--- src/rtl/gray_sweep_ctrl.sv ---
// -----------------------------------------------------------------------------
// gray_sweep_ctrl
//
// Sweeps a binary counter from a start value to an end value, up or down,
// modulo 2^WIDTH. Each value is offered on a valid/ready output together with
// its Gray code. When the sweep ends or is aborted, the block spends one FIN
// cycle pulsing done and then returns to IDLE.
//
// Optional feature (macro GRAY_SWEEP_CHECK_EN):
//   When defined, every transferred Gray value is compared with the previous
//   transferred value of the same sweep. err is set and stays set until reset
//   if the two differ in anything other than exactly one bit. When undefined,
//   err is tied low and no check logic is built.
//
// Parameters:
//   WIDTH      code width in bits (default 4)
//
// Ports:
//   clk        clock; all state changes on its rising edge
//   rst_n      asynchronous active-low reset
//   start      sweep request, sampled only in IDLE
//   first      sweep start value (binary), latched on an accepted start
//   last       sweep end value (binary), latched on an accepted start
//   dir        0 = count up, 1 = count down, latched on an accepted start
//   abort      ends an active sweep without a further transfer
//   out_ready  consumer ready
//   out_valid  out_bin / out_gray hold a value on offer
//   out_bin    current binary value (registered)
//   out_gray   Gray code of out_bin (zero latency relative to out_bin)
//   busy       high in RUN and FIN
//   done       one-cycle pulse in FIN
//   err        sticky Gray-adjacency error flag
// -----------------------------------------------------------------------------
module gray_sweep_ctrl #(
  parameter int WIDTH = 4
) (
  input  logic             clk,
  input  logic             rst_n,
  input  logic             start,
  input  logic [WIDTH-1:0] first,
  input  logic [WIDTH-1:0] last,
  input  logic             dir,
  input  logic             abort,
  input  logic             out_ready,
  output logic             out_valid,
  output logic [WIDTH-1:0] out_bin,
  output logic [WIDTH-1:0] out_gray,
  output logic             busy,
  output logic             done,
  output logic             err
);

  localparam logic [WIDTH-1:0] ONE = {{(WIDTH-1){1'b0}}, 1'b1};

  typedef enum logic [1:0] {
    S_IDLE = 2'd0,
    S_RUN  = 2'd1,
    S_FIN  = 2'd2
  } state_t;

  state_t           r_state;
  state_t           w_state_nxt;

  logic [WIDTH-1:0] r_cur;
  logic [WIDTH-1:0] r_last;
  logic             r_dir;

  logic             w_start_acc;
  logic             w_xfer;
  logic             w_at_last;
  logic [WIDTH-1:0] w_cur_step;

  // Binary to Gray: each Gray bit is the XOR of a binary bit and its upper
  // neighbour.
  function automatic logic [WIDTH-1:0] bin2gray(input logic [WIDTH-1:0] b);
    return b ^ (b >> 1);
  endfunction

  // A start is only seen in IDLE; start during RUN/FIN has no effect.
  assign w_start_acc = (r_state == S_IDLE) && start;

  // Abort wins over a simultaneous handshake, so a cycle with abort high is
  // never a transfer.
  assign w_xfer      = (r_state == S_RUN) && out_ready && !abort;

  assign w_at_last   = (r_cur == r_last);

  // Natural WIDTH-bit wrap gives the modulo 2^WIDTH behaviour in both
  // directions.
  assign w_cur_step  = r_dir ? (r_cur - ONE) : (r_cur + ONE);

  // ---------------------------------------------------------------------------
  // FSM: state register
  // ---------------------------------------------------------------------------
  always_ff @(posedge clk or negedge rst_n) begin
    if (!rst_n) begin
      r_state <= S_IDLE;
    end else begin
      r_state <= w_state_nxt;
    end
  end

  // ---------------------------------------------------------------------------
  // FSM: next-state logic
  // ---------------------------------------------------------------------------
  always_comb begin
    w_state_nxt = r_state;
    unique case (r_state)
      S_IDLE: begin
        if (start) begin
          w_state_nxt = S_RUN;
        end
      end
      S_RUN: begin
        if (abort) begin
          w_state_nxt = S_FIN;
        end else if (out_ready && w_at_last) begin
          w_state_nxt = S_FIN;
        end
      end
      S_FIN: begin
        // Exactly one cycle; a start seen here is dropped.
        w_state_nxt = S_IDLE;
      end
      default: begin
        w_state_nxt = S_IDLE;
      end
    endcase
  end

  // ---------------------------------------------------------------------------
  // FSM: output logic (Moore, decoded from the state register)
  // ---------------------------------------------------------------------------
  always_comb begin
    out_valid = 1'b0;
    busy      = 1'b0;
    done      = 1'b0;
    unique case (r_state)
      S_IDLE: begin
        out_valid = 1'b0;
      end
      S_RUN: begin
        out_valid = 1'b1;
        busy      = 1'b1;
      end
      S_FIN: begin
        busy      = 1'b1;
        done      = 1'b1;
      end
      default: begin
        out_valid = 1'b0;
      end
    endcase
  end

  // ---------------------------------------------------------------------------
  // Sweep registers: current value and latched sweep parameters
  // ---------------------------------------------------------------------------
  // r_cur is left alone outside transfers, which holds out_bin during
  // back-pressure, in FIN and in IDLE. On the final transfer it is not stepped,
  // so the last value stays visible after the sweep.
  always_ff @(posedge clk or negedge rst_n) begin
    if (!rst_n) begin
      r_cur  <= '0;
      r_last <= '0;
      r_dir  <= 1'b0;
    end else if (w_start_acc) begin
      r_cur  <= first;
      r_last <= last;
      r_dir  <= dir;
    end else if (w_xfer && !w_at_last) begin
      r_cur  <= w_cur_step;
    end
  end

  assign out_bin  = r_cur;
  assign out_gray = bin2gray(r_cur);

`ifdef GRAY_SWEEP_CHECK_EN
  // ---------------------------------------------------------------------------
  // Gray adjacency check on transferred values
  // ---------------------------------------------------------------------------
  logic [WIDTH-1:0] r_prev_gray;
  logic             r_have_prev;
  logic             r_err;

  // True when a and b differ in exactly one bit position.
  function automatic logic one_bit_diff(input logic [WIDTH-1:0] a,
                                        input logic [WIDTH-1:0] b);
    logic [WIDTH-1:0] x;
    x = a ^ b;
    return (x != '0) && ((x & (x - ONE)) == '0);
  endfunction

  // r_have_prev is cleared on every accepted start so the first value of a
  // sweep is never compared against the tail of the previous one.
  always_ff @(posedge clk or negedge rst_n) begin
    if (!rst_n) begin
      r_prev_gray <= '0;
      r_have_prev <= 1'b0;
      r_err       <= 1'b0;
    end else if (w_start_acc) begin
      r_have_prev <= 1'b0;
    end else if (w_xfer) begin
      r_prev_gray <= out_gray;
      r_have_prev <= 1'b1;
      if (r_have_prev && !one_bit_diff(r_prev_gray, out_gray)) begin
        r_err <= 1'b1;
      end
    end
  end

  assign err = r_err;
`else
  assign err = 1'b0;
`endif

endmodule

--- config.mk ---
export PLATFORM = sky130hd
export DESIGN_NAME = gray_sweep_ctrl
export DESIGN_NICKNAME = d
export VERILOG_FILES = /design/src/rtl/gray_sweep_ctrl.sv
export SDC_FILE = /design/constraint.sdc
export NUM_CORES = 1
export LEC_CHECK = 0
export CAP_MARGIN = 40
export CELL_PAD_IN_SITES_DETAIL_PLACEMENT = 0
export CELL_PAD_IN_SITES_GLOBAL_PLACEMENT = 1
export CORE_MARGIN = 2
export CORE_UTILIZATION = 36
export CTS_BUF_LIST = sky130_fd_sc_hd__clkbuf_16
export DETAILED_ROUTE_END_ITERATION = 8
export GPL_TIMING_DRIVEN = 0
export PLACE_DENSITY_LB_ADDON = 0.25
export SYNTH_ARGS = -nofsm -noshare
export SYNTH_HDL_FRONTEND = slang
export SYNTH_SLANG_ARGS = --single-unit
--- constraint.sdc ---
create_clock -name clk -period 6.02 [get_ports clk]
set_clock_uncertainty 0.2 [all_clocks]
set_input_delay 0.602 -clock clk [delete_from_list [all_inputs] [get_ports clk]]
set_output_delay 0.602 -clock clk [all_outputs]
set_load 0.005 [all_outputs]
==> impl_metrics.csv, run 1 <==
group,metric,value,unit
route,drc_errors,0,
yosys,ys.warnings.count,0,
clock_tree,cts-resized-gates,0,
die,fp-row-count,17,
yosys,synthCells,77,
clock_tree,cts_buffers,3,
yosys,synth_edf_count,0,
route,drt-pass1-iter-count,3,
global_route,grt_pass1_vias,661,
route,drt_iter0_markers,5,
run,cap_violations,0,
route,vias,631,
sta,setup_slack,3.683,ns
clock_tree,cts.clk_slew.worst_paths,0.04,ns
yosys,synthTopCellsByCount,"dfrtp_1 (11), ha_1 (7), xor2_1 (7)",
sta,fin_crit_sh,38.82,%
placed_design,place.gp.congestion,0.7043,
clock_tree,cts_tree,"done",
finish,drive_gt1_share,14.29,%
die,start_util,37.02,%
sta,hold_slack,0.3262,ns
clock_tree,clockBufferDepth,2,
route,wl_per_cell,12.65,µm
worst_setup_path,crit_path_start_kind,"register",
clock_tree,htreeDepth,1,
yosys,muxShareOfSynthArea,10.12,%
yosys,avgSynthCellArea,10.43,µm²
global_route,overflow,0,
yosys,async_reset_ff_share,100.0,%
route,routed_wirelength,1682,µm
worst_setup_path,arrival,1.53,ns
yosys,synthTopCellsByArea,"dfrtp_1 (34%), ha_1 (11%), xor2_1 (7.6%)",
yosys,synthSimpleGateAreaFrac,13.40,%
yosys,synth-main-ff-cell,"dfrtp_1",
yosys,synth_top_cell_by_area,"dfrtp_1",
global_route,antenna_found_initial,0,
sta,min_period,2.337,ns
sta,setup_violations,0,
finish,area_delta_synth_final,44.24,%
yosys,synth_xor_area_share,9.813,%
placed_design,preCtsSetupSlack,3.508,ns
sta,hold_violations,0,
placed_design,hpwl,1236,µm
sta,setup_tns,0,ns
route,antenna_left,0,
yosys,synthesis.nets,99,
worst_setup_path,critPathCaptureType,"primary output",
yosys,synthesis.area,803.3,µm²
global_route,grt_max_degree,12,
route,vias_per_cell,4.744,
clock_tree,cts_setup_buffers,0,
clock_tree,cts_hold_buf,0,
sta,fmax,427.9,MHz
clock_tree,cts.sink_count,11,
yosys,synth.top_cell.area_share,34.27,%
yosys,synthDistinctLibCells,31,
finish,layout.nets,128,
die,die_w,51.24,µm
power_and_ir_drop,vdd_drop_max,304.9,µV
yosys,synth_top_family_by_area,"simple AND/OR/NAND/NOR gates",
die,chipHeight,51.24,µm
finish,diodes,0,
outcome,status,"finished, final reports clean",
yosys,synth.most_common_cell,"dfrtp_1",
yosys,synth_compound_area_share,12.46,%
sta,relSlewSlack,44.24,%
global_route,grt_usage,16.18,%
global_route,grt_pass1_wl,2953,µm
min_path,hold_path_class,"register to register",
worst_setup_path,crit_type,"register to primary output",
power_and_ir_drop,power_density,557.5,nW/µm²
sta,worstMarginPinSlew,0.8287,ns
worst_setup_path,critPathMaxFanout,4,
finish,fin_area,1159,µm²
sta,final-max-slew-violation-count,0,
yosys,synthAdderAreaFrac,13.40,%
power_and_ir_drop,p_total,0.6459,mW
placed_design,port_buffers,24,
sta,rsz0062_at_grt,"false",
worst_setup_path,cp.required,5.22,ns
yosys,seq_area_frac_synth,34.27,%
die,fp.coreArea,2170,µm²
yosys,ys_ff_latch,11,
power_and_ir_drop,leakagePower,0.4977,nW
placed_design,placedInstanceArea,1079,µm²
die,num_io_pins,26,
clock_tree,cts-root-buf,"clkbuf_16",
die,fp.dieArea,2625,µm²
clock_tree,clk_latency,0.24,ns
[per-stage QoR]
step	instances	utilization, %
after floorplan	77	-
after global placement	129	49.71
after detailed placement	129	49.71
after CTS	133	53.40
after global routing	133	53.40
final	133	53.40
[final timing paths]
kind	start	to	slack (ns)	cells past startpoint
min in group asynchronous	rst_n	r_state[1]	0.52	1
min	r_last[2]	r_last[2]	0.33	1
max	r_state[1]	busy	3.68	3
max in group asynchronous	rst_n	r_state[0]	4.75	1
max reg2reg	out_bin[1]	out_bin[3]	3.86	5
min reg2reg	r_last[2]	r_last[2]	0.33	1
[layout make-up]
type | count | area [µm²]
clock inverters | 1 | 5.005
inverters | 5 | 18.77
repair buffers | 24 | 240.2
well taps | 28 | 35.03
clock buffers | 3 | 75.07
multi-input cells | 57 | 479.2
fillers | 210 | 1011
flip-flops and latches | 11 | 275.3
plain buffers | 4 | 30.03
[sequential cells by signal, summed over array words and instances (netlist names)]
| name | flops |
|---|---|
| r_last | 4 |
| out_bin | 4 |
| r_state | 2 |
| r_dir | 1 |
[worst max-delay path, cell delays in order, from the launching register on]
cell and delay, ns:
dfrtp_1 0.41, inv_1 0.12, ha_1 0.28, clkdlybuf4s50_1 0.49
[power breakdown]
group	switching, mW	leakage (nW)	internal [mW]	total (mW)
logic	0.154	0.329	0.211	0.365
clock network	0.0341	0.0409	0.0880	0.122
registers	0.0470	0.128	0.112	0.159
[kinds of logic after synthesis]
| logic type | after synthesis |
|---|---|
| buffers and inverters | 9 |
| flip-flops | 11 |
| adder cells (fa/ha/maj) | 8 |
| multiplexers | 7 |
| XOR/XNOR | 9 |
| AND/OR/NAND/NOR | 20 |
| AO/OA/AOI/OAI | 12 |
| other | 1 |
[per-layer routing]
metal / wire, µm / up-vias / GRT usage, %
met5: 0 / - / 0
met3: 74 / 4 / 6.140
met1: 760 / 293 / 18.35
met4: 33 / 0 / 7.895
met2: 814 / 14 / 26.62
li1: - / 320 / -
[cells in the final DEF (no fill, tap or decap), types with 3 or more instances in the layout]
master and n:
mux2_2 5, nor2_1 6, ha_1 7, clkdlybuf4s50_1 24, clkbuf_16 3, inv_1 5
nand2_1 4, xor2_1 7, dfrtp_1 11
Power figures use the tool's default switching activity.
==> inputs of run 2 (changes only) <==
--- a/config.mk
+++ b/config.mk
@@ -9,7 +9,7 @@
 export CELL_PAD_IN_SITES_DETAIL_PLACEMENT = 0
 export CELL_PAD_IN_SITES_GLOBAL_PLACEMENT = 1
 export CORE_MARGIN = 2
-export CORE_UTILIZATION = 36
+export CORE_UTILIZATION = 34
 export CTS_BUF_LIST = sky130_fd_sc_hd__clkbuf_16
 export DETAILED_ROUTE_END_ITERATION = 8
 export GPL_TIMING_DRIVEN = 0
==> constraint.sdc (replaced) <==
create_clock -name clk -period 2.4 [get_ports clk]
set_clock_uncertainty 0.2 [all_clocks]
set_input_delay 0.24 -clock clk [delete_from_list [all_inputs] [get_ports clk]]
set_output_delay 0.24 -clock clk [all_outputs]
set_load 0.005 [all_outputs]
==> run 2 against run 1 <==
Effect of this change:
- via count rose by 0.63%
- sequential cell count unchanged
- clock-buffer cell count unchanged
- clock power grew 140%
- core utilization shrank 1.6 points
- critical path depth up 2
- die area up 5.4%
- register-to-register slack got worse by 3.6 ns
- global-route usage decreased by 2.9 points
- sequential power grew 150%
- first-iteration DRC count shrank 40%
- largest cell class unchanged
- worst hold slack got worse by 0.17 ns
- largest power group unchanged
==> impl_metrics.csv, run 2 (synthesis gave the netlist of run 1 again) <==
group,metric,value,unit
worst_setup_path,arrival,2.10,ns
route,routed_wirelength,1586,µm
die,num_io_pins,26,
sta,setup_tns,0,ns
clock_tree,cts_setup_buffers,0,
global_route,grt_pass1_vias,612,
placed_design,place_inst,129,
clock_tree,cts-resized-gates,0,
sta,min_period,2.147,ns
global_route,antenna_found_initial,0,
sta,final-max-slew-violation-count,0,
power_and_ir_drop,p_total,1.601,mW
sta,hold_slack,0.1603,ns
sta,hold_violations,0,
finish,final_cell_mix,"clkdlybuf4s50_1 (24), dfrtp_1 (11), xor2_1 (7), ha_1 (7)",
finish,diodes,0,
clock_tree,cts.sink_count,11,
sta,fmax,465.9,MHz
route,antenna_left,0,
min_path,hold_path_class,"primary input to asynchronous set/reset pin",
die,fp-row-count,17,
clock_tree,clk_latency,0.24,ns
worst_setup_path,crit_type,"register to register",
clock_tree,clockBufferDepth,2,
power_and_ir_drop,power_density,1383,nW/µm²
sta,setup_violations,0,
sta,rsz0062_at_grt,"false",
route,wl_per_cell,11.92,µm
route,drc_errors,0,
clock_tree,cts_buffers,3,
die,start_util,35.97,%
worst_setup_path,cp.required,2.36,ns
route,wl_met1,697,µm
placed_design,port_buffers,24,
sta,fin_crit_sh,89.44,%
route,vias,635,
clock_tree,cts_tree,"done",
die,fp.coreArea,2233,µm²
worst_setup_path,critPathCaptureType,"register",
global_route,overflow,0,
finish,instances_no_fill,133,
power_and_ir_drop,leakagePower,0.4991,nW
clock_tree,cts.clk_slew.worst_paths,0.04,ns
sta,relSlewSlack,49.44,%
die,die_w,52.61,µm
die,fp.dieArea,2767,µm²
power_and_ir_drop,vdd_drop_max,572.7,µV
route,vias_per_cell,4.774,
finish,drive_gt1_share,13.33,%
placed_design,preCtsSetupSlack,0.2929,ns
global_route,grt_usage,13.31,%
finish,num-fill-cells,214,
route,wl_met3,76,µm
worst_setup_path,rrSetupSlack,0.25,ns
placed_design,hpwl,1217,µm
route,drt_iter0_markers,3,
finish,layout.nets,128,
sta,worstMarginPinSlew,0.7515,ns
outcome,status,"finished, final reports clean",
sta,setup_slack,0.2534,ns
finish,final_common_cell,"clkdlybuf4s50_1",
finish,area_delta_synth_final,44.08,%
clock_tree,htreeDepth,1,
global_route,grt_pass1_wl,2587,µm
route,drt-pass1-iter-count,4,
route,dr_wl_met2,767,µm
worst_setup_path,critPathMaxFanout,6,
clock_tree,cts_hold_buf,0,
worst_setup_path,crit_path_start_kind,"register",
die,chipHeight,52.61,µm
run,cap_violations,0,
clock_tree,cts-root-buf,"clkbuf_16",
global_route,grt_max_degree,12,
route,top_layer,"met4",
placed_design,place.gp.congestion,0.7757,
-- run 2: changes by cell type in the layout (fill, tap and decap cells not counted) --
cell	previous run	this run
clkinv_2	1	0
inv_1	5	6
-- run 2: path summary, 6_finish.rpt --
kind / from / to / depth (start not counted)
worst max register to register: out_bin[1] / out_bin[3] / 5
worst min-delay path: rst_n / out_bin[0] / 1
min in group clk: r_last[3] / r_last[3] / 1
max in group asynchronous: rst_n / out_bin[2] / 1
worst min register to register: r_last[3] / r_last[3] / 1
worst max-delay path: out_bin[1] / out_bin[3] / 5
-- run 2: final cells by class --
cell class | instances | area (µm²) | area share (%)
multi-input combinational | 57 | 479.2 | 41.41
sequential | 11 | 275.3 | 23.78
timing repair buffer | 24 | 240.2 | 20.76
clock buffer | 3 | 75.07 | 6.486
tap | 28 | 35.03 | 3.027
buffer | 4 | 30.03 | 2.595
inverter | 5 | 18.77 | 1.622
clock inverter | 1 | 3.754 | 0.3243
-- run 2: routing by layer --
metal	vias to the layer above	GRT usage, %
met3	4	1.714
met5	-	0
li1	321	-
met4	0	8.974
met1	290	14.91
met2	20	23.13
-- run 2: metrics by stage --
stage	cell area [µm²]	utilization, %
CTS	1157	51.82
detailed placement	1079	48.29
global route	1157	51.82
global placement	1079	48.29
floorplan	803.3	-
finish	1157	51.82
-- run 2: worst max-delay path: stages, from the launching register on --
cell and delay, ns:
dfrtp_1 0.46, ha_1 0.33, a211oi_1 0.35, nor3_1 0.11, or4b_1 0.47, a31oi_1 0.16
-- run 2: power breakdown --
part           internal [mW]  switching [mW]
Sequential             0.281           0.109
Combinational          0.531           0.383
Clock                  0.218          0.0788
Total                   1.03           0.570
